**src/rtl/draw_tank.sv**
```systemverilog
// draw_tank: overlays a keyed sprite read from an external synchronous ROM
// onto a video stream. Three-stage pipeline: address generation, ROM wait,
// compositing. Counters and timing ride alongside so that every output lines
// up with the inputs sampled three edges earlier.
module draw_tank #(
   parameter int         XSIZE     = 48,
   parameter int         YSIZE     = 64,
   parameter logic [11:0] KEY_COLOR = 12'h000
) (
   input  logic        clk,
   input  logic        rst_n,
   input  logic [10:0] hcount_in,
   input  logic [10:0] vcount_in,
   input  logic        hsync_in,
   input  logic        vsync_in,
   input  logic        hblnk_in,
   input  logic        vblnk_in,
   input  logic [11:0] rgb_in,
   input  logic [10:0] xpos,
   input  logic [10:0] ypos,
   input  logic [11:0] rom_rgb,
   output logic [11:0] pixel_addr,
   output logic [10:0] hcount_out,
   output logic [10:0] vcount_out,
   output logic        hsync_out,
   output logic        vsync_out,
   output logic        hblnk_out,
   output logic        vblnk_out,
   output logic [11:0] rgb_out
);

   // sprite position, frozen for a whole frame
   logic [10:0] r_xpos_l, r_ypos_l;

   // stage 1 / stage 2 pipeline; timing packed as {hsync, vsync, hblnk, vblnk}
   logic        r_inside_1, r_inside_2;
   logic [10:0] r_hcount_1, r_hcount_2, r_vcount_1, r_vcount_2;
   logic [3:0]  r_tim_1, r_tim_2;
   logic [11:0] r_rgb_1, r_rgb_2;

   // 12-bit comparisons so xpos_l+XSIZE never wraps back to column 0
   logic [11:0] w_h12, w_v12, w_xs12, w_ys12, w_xe12, w_ye12;
   logic        w_inside;
   logic [5:0]  w_dx, w_dy;
   logic [11:0] w_rgb_next;

   assign w_h12  = {1'b0, hcount_in};
   assign w_v12  = {1'b0, vcount_in};
   assign w_xs12 = {1'b0, r_xpos_l};
   assign w_ys12 = {1'b0, r_ypos_l};
   assign w_xe12 = w_xs12 + 12'(XSIZE);
   assign w_ye12 = w_ys12 + 12'(YSIZE);
   // only the low six bits of the offsets form the ROM address
   assign w_dx   = hcount_in[5:0] - r_xpos_l[5:0];
   assign w_dy   = vcount_in[5:0] - r_ypos_l[5:0];

   // sprite window test for the current input pixel
   always_comb begin
      w_inside = (w_h12 >= w_xs12) && (w_h12 < w_xe12) &&
                 (w_v12 >= w_ys12) && (w_v12 < w_ye12);
   end

   // compositing: blanking forces black, key colour shows the background
   always_comb begin
      w_rgb_next = r_rgb_2;
      if (r_tim_2[1] || r_tim_2[0])
         w_rgb_next = 12'h000;
      else if (r_inside_2 && (rom_rgb != KEY_COLOR))
         w_rgb_next = rom_rgb;
   end

   // position latch: update only at the first pixel of a frame
   always_ff @(posedge clk or negedge rst_n) begin
      if (!rst_n) begin
         r_xpos_l <= '0;
         r_ypos_l <= '0;
      end else if ((hcount_in == 11'd0) && (vcount_in == 11'd0)) begin
         r_xpos_l <= xpos;
         r_ypos_l <= ypos;
      end
   end

   // stage 1: ROM address and first delay of the side-band signals
   always_ff @(posedge clk or negedge rst_n) begin
      if (!rst_n) begin
         pixel_addr <= '0;
         r_inside_1 <= 1'b0;
         r_hcount_1 <= '0;
         r_vcount_1 <= '0;
         r_tim_1    <= '0;
         r_rgb_1    <= '0;
      end else begin
         pixel_addr <= w_inside ? {w_dy, w_dx} : 12'h000;
         r_inside_1 <= w_inside;
         r_hcount_1 <= hcount_in;
         r_vcount_1 <= vcount_in;
         r_tim_1    <= {hsync_in, vsync_in, hblnk_in, vblnk_in};
         r_rgb_1    <= rgb_in;
      end
   end

   // stage 2: match the ROM's one-clock read latency
   always_ff @(posedge clk or negedge rst_n) begin
      if (!rst_n) begin
         r_inside_2 <= 1'b0;
         r_hcount_2 <= '0;
         r_vcount_2 <= '0;
         r_tim_2    <= '0;
         r_rgb_2    <= '0;
      end else begin
         r_inside_2 <= r_inside_1;
         r_hcount_2 <= r_hcount_1;
         r_vcount_2 <= r_vcount_1;
         r_tim_2    <= r_tim_1;
         r_rgb_2    <= r_rgb_1;
      end
   end

   // stage 3: registered outputs
   always_ff @(posedge clk or negedge rst_n) begin
      if (!rst_n) begin
         hcount_out <= '0;
         vcount_out <= '0;
         hsync_out  <= 1'b0;
         vsync_out  <= 1'b0;
         hblnk_out  <= 1'b0;
         vblnk_out  <= 1'b0;
         rgb_out    <= '0;
      end else begin
         hcount_out <= r_hcount_2;
         vcount_out <= r_vcount_2;
         hsync_out  <= r_tim_2[3];
         vsync_out  <= r_tim_2[2];
         hblnk_out  <= r_tim_2[1];
         vblnk_out  <= r_tim_2[0];
         rgb_out    <= w_rgb_next;
      end
   end

endmodule

```
**config.mk**
```make
export PLATFORM = sky130hd
export DESIGN_NAME = draw_tank
export DESIGN_NICKNAME = d
export VERILOG_FILES = /design/src/rtl/draw_tank.sv
export SDC_FILE = /design/constraint.sdc
export NUM_CORES = 1
export LEC_CHECK = 0
export CAP_MARGIN = 20
export CORE_UTILIZATION = 54
export CTS_BUF_LIST = sky130_fd_sc_hd__clkbuf_16
export DETAILED_ROUTE_END_ITERATION = 7
export PLACE_DENSITY = 0.89
export SETUP_SLACK_MARGIN = 0.15
export SLEW_MARGIN = 20
export SYNTH_ARGS = -nofsm -noshare
export SYNTH_HDL_FRONTEND = slang
export SYNTH_SLANG_ARGS = --single-unit
```
**constraint.sdc**
```tcl
create_clock -name clk -period 5.2 [get_ports clk]
set_clock_uncertainty 0.2 [all_clocks]
set_input_delay 0.52 -clock clk [delete_from_list [all_inputs] [get_ports clk]]
set_output_delay 0.52 -clock clk [all_outputs]
set_load 0.02 [all_outputs]
```
Word-level counts from Yosys, hierarchy flattened
Index checks and enable logic that the tools add are counted.

Add/subtract/negate cells: 4. Magnitude comparators: 4. Multiplexer cells: 3. Reduce and logical (&&, ||, !) cells: 9.

Operators by type and width (count): 12-bit two-way mux (3); 11-bit by 12-bit < comparator with 1-bit output (2); 11-bit >= comparator (2); 11-bit zero test (2); 11-bit by 6-bit adder with 12-bit output (second input constant) (1); 11-bit by 7-bit adder with 12-bit output (second input constant) (1); 12-bit nonzero test (1); 6-bit subtractor (2); 1-bit logical AND (5); 1-bit logical OR (1).

Flip-flop bits (word level): 150. Input port bits: 74. Output and inout bits: 50. Logic and storage cells: 40.

Depth between registers and ports, before layout
Gate-level depths: netlist (run 1).

Depth in word-level cells: 6. Gate-level depth with buffers: 11. Depth with buffers taken out: 10.

Worst setup path before layout (run 1)
No wires, ideal clock.

Path kind: reg-to-reg. Start: register r_xpos_l[4]. End: register pixel_addr[9]. Library setup time: 95 ps. Arrival time: 2301 ps. Data required time: 4905 ps. Slack: 2604 ps. Cell stages (with the launch flop): 12. Buffers on the path: 1. Period minus slack after synthesis: 2596 ps. Cells stage by stage: dfrtp_1 inv_1 ha_1 nor3_1 nand3_1 xnor2_1 ha_1 a21o_1 a2bb2oi_4 o311ai_4 buf_6 nor4_4.

Longest elaborated chain between the ends: 6. Elaborated cells between the ends (all ways): 7. Those cells by class: add/sub (1); order compare (2); mux (1); reduce/logical (3).

RTL lines: start, declared (line 33) `logic [10:0] r_xpos_l, r_ypos_l;`; start signal, assigned (line 78) `r_xpos_l <= xpos;`; 11-bit by 6-bit adder with 12-bit output (line 51) `assign w_xe12 = w_xs12 + 12'(XSIZE);`; 11-bit by 12-bit < comparator with 1-bit output (line 59) `w_inside = (w_h12 >= w_xs12) && (w_h12 < w_xe12) &&`; 1-bit logical AND (*) (2 in series) (line 59); 1-bit logical AND (*) (line 60) `(w_v12 >= w_ys12) && (w_v12 < w_ye12);`; 12-bit two-way mux (*) (line 93) `pixel_addr <= w_inside ? {w_dy, w_dx} : 12'h000;`; end signal, assigned (line 93); end, declared (line 22) `output logic [11:0] pixel_addr,`.

Mark *: on every way between the ends. The rest lies on a longest branch, timed or not. A chain may end at the register's enable or synchronous reset.

Final worst setup path (run 1)
Start: input hcount_in[1]. End: register r_xpos_l[0].

Longest elaborated chain between the ends: 2.

RTL lines: start, declared (line 12) `input logic [10:0] hcount_in,`; 11-bit zero test (line 77) `end else if ((hcount_in == 11'd0) && (vcount_in == 11'd0)) begin`; 1-bit logical AND (line 77).

No other way between the ends.

==> results by group, run 1 <==
Routing
  – DR vias: 3,761
  – Antenna Nets Post-Route: 0
  – WL per Instance: 17.99 um
  – 1st-iter DRT viols: 190
  – DRC Markers: 0
  – DR pass1 iterations: 4
  – DR vias/cell: between 5 and 6
  – DRT Wirelength: 12,590 um

Worst setup path
  – Critical path origin: hcount_in[1]
  – CP Max Fanout: 25
  – Crit Path Class: in -> reg
  – Worst R2R Path Depth: 10
  – Worst Setup EP: r_xpos_l[0]
  – Worst setup SP type: input pin
  – Reg2reg setup slack: roughly 2.2 ns
  – Reg-to-reg endpoint: pixel_addr[5]
  – Arr. time, crit path: 3.25 ns
  – Critical Path RT: 5.30 ns
  – Crit path capture type: flip-flop
  – RR Startpoint: r_xpos_l[4]

Place
  – Gpl congestion: 0.8463
  – DP HPWL: 8590 um
  – DP Cell Count: 668
  – Port Buffers: between 100 and 150

Power
  – Pwr Density: 353.1 nW/um^2
  – VDD IR-drop max: 0.1853 mV
  – Leakage: between 0.003 and 0.004 uW

Clock tree
  – Setup Buffers After CTS: 0
  – CTS root buffer: clkbuf_16
  – H-Tree Depth: 4
  – CTS tree: done
  – Clk slew on worst S/H paths: 0.06 ns
  – Clock Sink Count: 150
  – Post-CTS Hold Buffers: 1
  – Post-CTS Resized: 0
  – Clk Latency, worst-skew pair: 0.42 ns
  – Worst-case clock buffer depth: 2
  – CTS buffer count: 17

Floorplan
  – # rows: 36
  – Die Span Y: 104.2 um
  – DIE AREA: 10,860 um^2
  – IO Count: 124
  – Initial Utilization: 56.66%
  – Die width: 104.2 um
  – Core Area: ~10000 um^2

Synthesis
  – Synth Area in XOR/XNOR: 1.708%
  – Syn Nets: 531
  – Share of the synthesized area in the top cell type: 66.55%
  – FFs w/ async S/R, synth: 100.0%
  – Syn Area/Cell: between 10 and 15 um^2
  – Adder-Cell Fraction of Synth Area: 8.696%
  – Number of synthesized register bits: 150
  – Post-Syn Instances: 419
  – Main combinational cell family by area after synthesis: compound AO/OA/AOI/OAI gates
  – Synth Area in Compound Gates: roughly a tenth
  – Post-synthesis simple-gate area fraction: 9.228%
  – Post-synthesis mux area share: less than 1%
  – Synth warn: 0
  – Post-synth cell types: between 40 and 50
  – Synthesized cell area: 5640 um^2
  – Post-synth EDFFs: 0
  – Main synth FF type: dfrtp_1
  – Register area share after synthesis: 66.55%
  – Yosys top cell by area: dfrtp_1
  – Top post-synthesis cells by area: dfrtp_1 67%, ha_1 8.0%, nand2_1 2.8%, o21ai_0 2.3%, inv_1 2.0%

Worst hold path
  – Worst Min Path Start: r_rgb_1[2]
  – Hold Crit Class: reg -> reg

Global routing
  – Initial antenna violation count: 0
  – First-pass GRT wire length: 19,890 um
  – GR Util All Layers: between 20% and 30%
  – Vias in the first global route: 3,971
  – Total grt overflow: 0
  – Largest net degree at the start of global routing: 94

STA
  – Fin. Hold Viols: 0
  – Peak Freq: between 300 and 400 MHz
  – Final Slew Violations: 0
  – Setup TNS: 0 ns
  – Unrepaired setup endpoints after global routing: false
  – Min Hold Slack: 0.1461 ns
  – Slew headroom: 35.03%
  – Final Cycle Share: between 60% and 70%
  – Slew @ Worst Pin: 0.9672 ns
  – Min Tclk post-route: 3.146 ns
  – Endpoints failing setup: 0

Final layout
  – Layout net count: between 600 and 700
  – Fillers: 592
  – Post-Layout Cell Count: 700
  – Ant diodes: 0
  – Layout area overhead: 35.38%
  – Fraction of final layout cells sized beyond drive strength 1: 8.642%
  – Layout Utilization: 76.71%

Job
  – Max-Cap Viols: 0

Status
  – Outcome: finished, final reports clean
placed cells by master (no fill, tap or decap), drive strengths merged, types with 2 or more instances in the layout:
cell and instances:
dfrtp 150, clkdlybuf4s50 122, nand2 42, ha 36
inv 34, o21ai 29, a21oi 20, clkbuf 17
nor2 12, xnor2 10, nor3 9, nor4 9
nand3 8, a21o 8, clkinv 6, nand4 4
a211oi 4, bufinv 4, o21a 3, o2111ai 3
buf 3, nor4b 3, mux2i 2, nand2b 2
a2111oi 2, o211ai 2, nor2b 2, mux2 2
fa 2, or3 2
power breakdown:
part / total, uW / internal [uW] / switching (uW)
registers: 1220 / 1210 / 13.7
logic: 186 / 93.4 / 92.8
clock network: 1290 / 806 / 479
routing by layer:
layer,routed length [um],global-route usage [%]
met5,0,0
met4,176,7.245
met3,640,7.519
met2,6687,43.00
met1,5088,29.82
state kept, by name, indices dropped and copies added (netlist names), 12 cells and up:
| signal | count |
|---|---|
| r_rgb_1 | 12 |
| rgb_out | 12 |
| pixel_addr | 12 |
| r_rgb_2 | 12 |
synth_stat cells (all sizes together), types with 2 or more instances:
library cell  number
o21ai             29
nor3               9
a211oi             4
or3                2
dfrtp            150
nor2b              2
o2111ai            3
nor4               9
clkbuf             5
buf                4
fa                 2
ha                36
o211ai             2
nand2             42
nor4b              3
mux2               2
mux2i              2
nand4              4
a21o               8
inv               30
nand2b             2
xnor2             10
a21oi             20
nand3              8
o21a               3
a2111oi            2
nor2              12
per-stage QoR:
stage | setup WS, ns | instance area [um^2] | power [uW]
global route | 1.841 | 7636 | 2781
floorplan | 2.604 | 5640 | 1297
detailed placement | 1.592 | 7003 | 1429
CTS | 2.031 | 7636 | 2715
global placement | 1.676 | 7003 | 1422
finish | 2.054 | 7636 | 2696
final cells by class:
type                    count  area, um^2  area share, %
clock buffers              17       425.4          5.571
clock inverters            14       197.7          2.589
inverters                  30       112.6          1.475
flip-flops and latches    150        3754          49.16
well taps                 133       166.4          2.179
multi-input cells         230        1723          22.56
repair buffers            126        1257          16.47
worst max-delay path, cell delays in order:
cell and delay, ns:
clkdlybuf4s50_1 0.51, nor4_1 0.45, nand4_1 0.23, nor4_4 0.77, buf_4 0.38, mux2_2 0.37
cell families (layout without fill, tap and decap cells):
family	after synthesis	in the layout
AND/OR/NAND/NOR	97	97
adder cells (fa/ha/maj)	38	38
AO/OA/AOI/OAI	80	80
flip-flops	150	150
buffers and inverters	39	187
multiplexers	4	4
XOR/XNOR	11	11
worst min path at each step:
stage	end	slack, ns	depth (start not counted)
2_1_floorplan	hblnk_out	0.02	0
3_3_place_gp	r_rgb_2[6]	0.13	0
3_5_place_dp	hcount_out[7]	0.13	0
6_report	r_rgb_2[2]	0.15	0
4_1_cts	r_hcount_2[2]	0.15	0
5_1_grt	r_hcount_2[3]	0.15	0
(Power assumes the default switching activity.)
==> inputs of run 2 (changes only) <==
CORE_UTILIZATION = 50   (was 54)
PLACE_DENSITY = 0.83   (was 0.89)
clock period = 3 ns   (was 5.2 ns; I/O delays follow)
==> run 2 against run 1 <==
Via count decreased by 2.8%; global-route usage shrank 2.8 points; worst setup slack worse by 1.8 ns; final cell count increased by 1.9%; combinational power rose by 74%; register-to-register slack got worse by 1.9 ns; sequential share of layout area decreased by 0.23 points; clock power is 59% higher; critical path depth up 4; critical path type is now reg -> reg; critical endpoint is now pixel_addr[10].
==> results by group, run 2 (same netlist as run 1, synthesis figures left out) <==
Status
  – Outcome: finished, final reports clean

Clock tree
  – CTS root buffer: clkbuf_16
  – Worst-case clock buffer depth: 2 (unchanged)
  – Clock Sink Count: 150 (unchanged)
  – Clk Latency, worst-skew pair: 0.41 ns (about the same)
  – Setup Buffers After CTS: 0 (unchanged)
  – CTS tree: done
  – H-Tree Depth: 4 (unchanged)
  – CTS buffer count: 17 (unchanged)
  – Clk slew on worst S/H paths: 0.06 ns (about the same)

Routing
  – DRT Wirelength: 11,750 um (-6.7%)
  – DRC Markers: 0 (unchanged)
  – DR pass1 iterations: 4 (unchanged)
  – Antenna Nets Post-Route: 0 (unchanged)
  – 1st-iter DRT viols: 182 (-4.2%)
  – DR vias/cell: 5.125 (-4.6%)
  – WL per Instance: 16.48 um (-8.4%)
  – DR vias: 3,654 (-2.8%)

Global routing
  – Largest net degree at the start of global routing: 75 (-20%)
  – GR Util All Layers: 21.95% (-2.8 points)
  – Vias in the first global route: 3,938 (-0.83%)
  – First-pass GRT wire length: 18,820 um (-5.3%)
  – Total grt overflow: 0 (unchanged)
  – Initial antenna violation count: 0 (unchanged)

Worst hold path
  – Worst Min Path Start: rgb_in[0]
  – Hold Crit Class: in -> reg
  – Hold EP: r_rgb_1[0]
  – Hold Path Cell Cnt: 1 (+1)

Place
  – DP HPWL: 8244 um (-4.0%)
  – Worst slack, placed: -0.01417 ns (-1.607 ns)
  – Port Buffers: 123 (unchanged)
  – Gpl congestion: 0.8204 (-3.1%)

Floorplan
  – IO Count: 124 (unchanged)
  – Core Area: 10,940 um^2 (+9.9%)
  – # rows: 38 (+5.6%)
  – Initial Utilization: 51.58% (-5.1 points)
  – DIE AREA: 11,710 um^2 (+7.8%)
  – Die width: 108.2 um (+3.8%)
  – Die Span Y: 108.2 um (+3.8%)

Final layout
  – Multi-input gate area: 1750 um^2 (+1.6%)
  – Layout Utilization: 70.16% (-6.5 points)
  – Layout net count: 672 (+0.75%)
  – Commonest non-fill, non-tap cells in the layout: 150 x dfrtp_1, 122 x clkdlybuf4s50_1, 42 x nand2_1
  – Layout area overhead: 36.02%
  – Fraction of final layout cells sized beyond drive strength 1: 9.599% (+0.96 points)
  – Most common cell after layout, fill and taps aside: dfrtp_1
  – Ant diodes: 0 (unchanged)
  – Reg area: 3754 um^2 (unchanged)
  – Fillers: 742 (+25%)

STA
  – Final Cycle Share: 91.32%
  – PnR worst setup slack: 0.2605 ns (-1.794 ns)
  – Unrepaired setup endpoints after global routing: true
  – Final Slew Violations: 0 (unchanged)
  – Endpoints failing setup: 0 (unchanged)
  – Slew headroom: 49.97% (+15 points)
  – Min Hold Slack: 0.1309 ns (-0.01512 ns)
  – Fin. Hold Viols: 0 (unchanged)
  – Peak Freq: 365.0 MHz
  – Min Tclk post-route: 2.740 ns
  – Slew @ Worst Pin: 0.7426 ns (-0.2246 ns)

Job
  – Max-Cap Viols: 0 (unchanged)

Worst setup path
  – Arr. time, crit path: 2.85 ns (-0.40 ns)
  – Worst R2R Path Depth: 10 (unchanged)
  – Reg2reg setup slack: 0.26 ns (-1.94 ns)
  – Crit Path Class: reg -> reg
  – Reg-to-reg endpoint: pixel_addr[10]
  – Critical Path RT: 3.11 ns (-2.19 ns)
  – RR Startpoint: r_xpos_l[4]
  – CP Max Fanout: 7 (-72%)
  – Worst setup SP type: flip-flop
  – Crit path capture type: flip-flop

Power
  – Pwr Density: 585.5 nW/um^2 (+66%)
  – Tot Pwr: 4492 uW (+67%)
  – VDD IR-drop max: 0.3147 mV (+70%)
  – Leakage: 0.003495 uW (+0.11%)
## run 2: worst max-delay path: stages, from the launching register on
cell and delay (ns):
dfrtp_1 0.40, inv_1 0.10, ha_1 0.24, nor3_2 0.18, nand3_1 0.12, xnor2_1 0.14
ha_1 0.31, a21o_1 0.22, a2bb2oi_4 0.22, o311ai_4 0.21, nor4b_2 0.31
## run 2: layer usage
metal	up-vias	part of all wire [%]	track usage, %
li1	1734	-	-
met1	1778	42	26.02
met2	131	50	38.31
met3	11	7.1	5.847
met5	-	0	0
met4	0	0.88	8.023
## run 2: layout make-up
class / instances / share of cell area, %
sequential: 150 / 48.92
multi-input combinational: 231 / 22.81
timing repair buffer: 130 / 16.94
clock buffer: 17 / 5.545
tap: 140 / 2.283
clock inverter: 15 / 2.022
inverter: 30 / 1.468
## run 2: stage by stage
step                      instances  area, um^2  setup TNS (ns)
after floorplan                 419        5640               0
after global placement          679        7054               0
after detailed placement        679        7054        -0.01529
after CTS                       712        7650               0
after global routing            713        7672               0
final                           713        7672               0
## run 2: worst max path at each step
| stage | start | end | cells past startpoint |
|---|---|---|---|
| 6_report | r_xpos_l[4] | pixel_addr[10] | 10 |
| 5_1_grt | r_xpos_l[4] | pixel_addr[3] | 10 |
| 4_1_cts | r_xpos_l[4] | pixel_addr[5] | 10 |
| 3_5_place_dp | hcount_in[0] | pixel_addr[3] | 10 |
| 3_3_place_gp | hcount_in[0] | pixel_addr[5] | 10 |
| 2_1_floorplan | r_xpos_l[4] | pixel_addr[9] | 11 |
## run 2: repair_timing
| action | in CTS | in global routing |
|---|---|---|
| gates resized for setup | 1 | 1 |
| pin swaps | 0 | 1 |
| hold buffers | 1 | 0 |
| hold endpoints to repair | 72 | 0 |
| setup endpoints to repair | 2 | 3 |
| gates cloned | 0 | 1 |
## run 2: where the power goes
part	total, uW	internal (uW)	switching, uW
sequential	2120	2100	21.1
combinational	323	165	158
clock	2050	1230	822
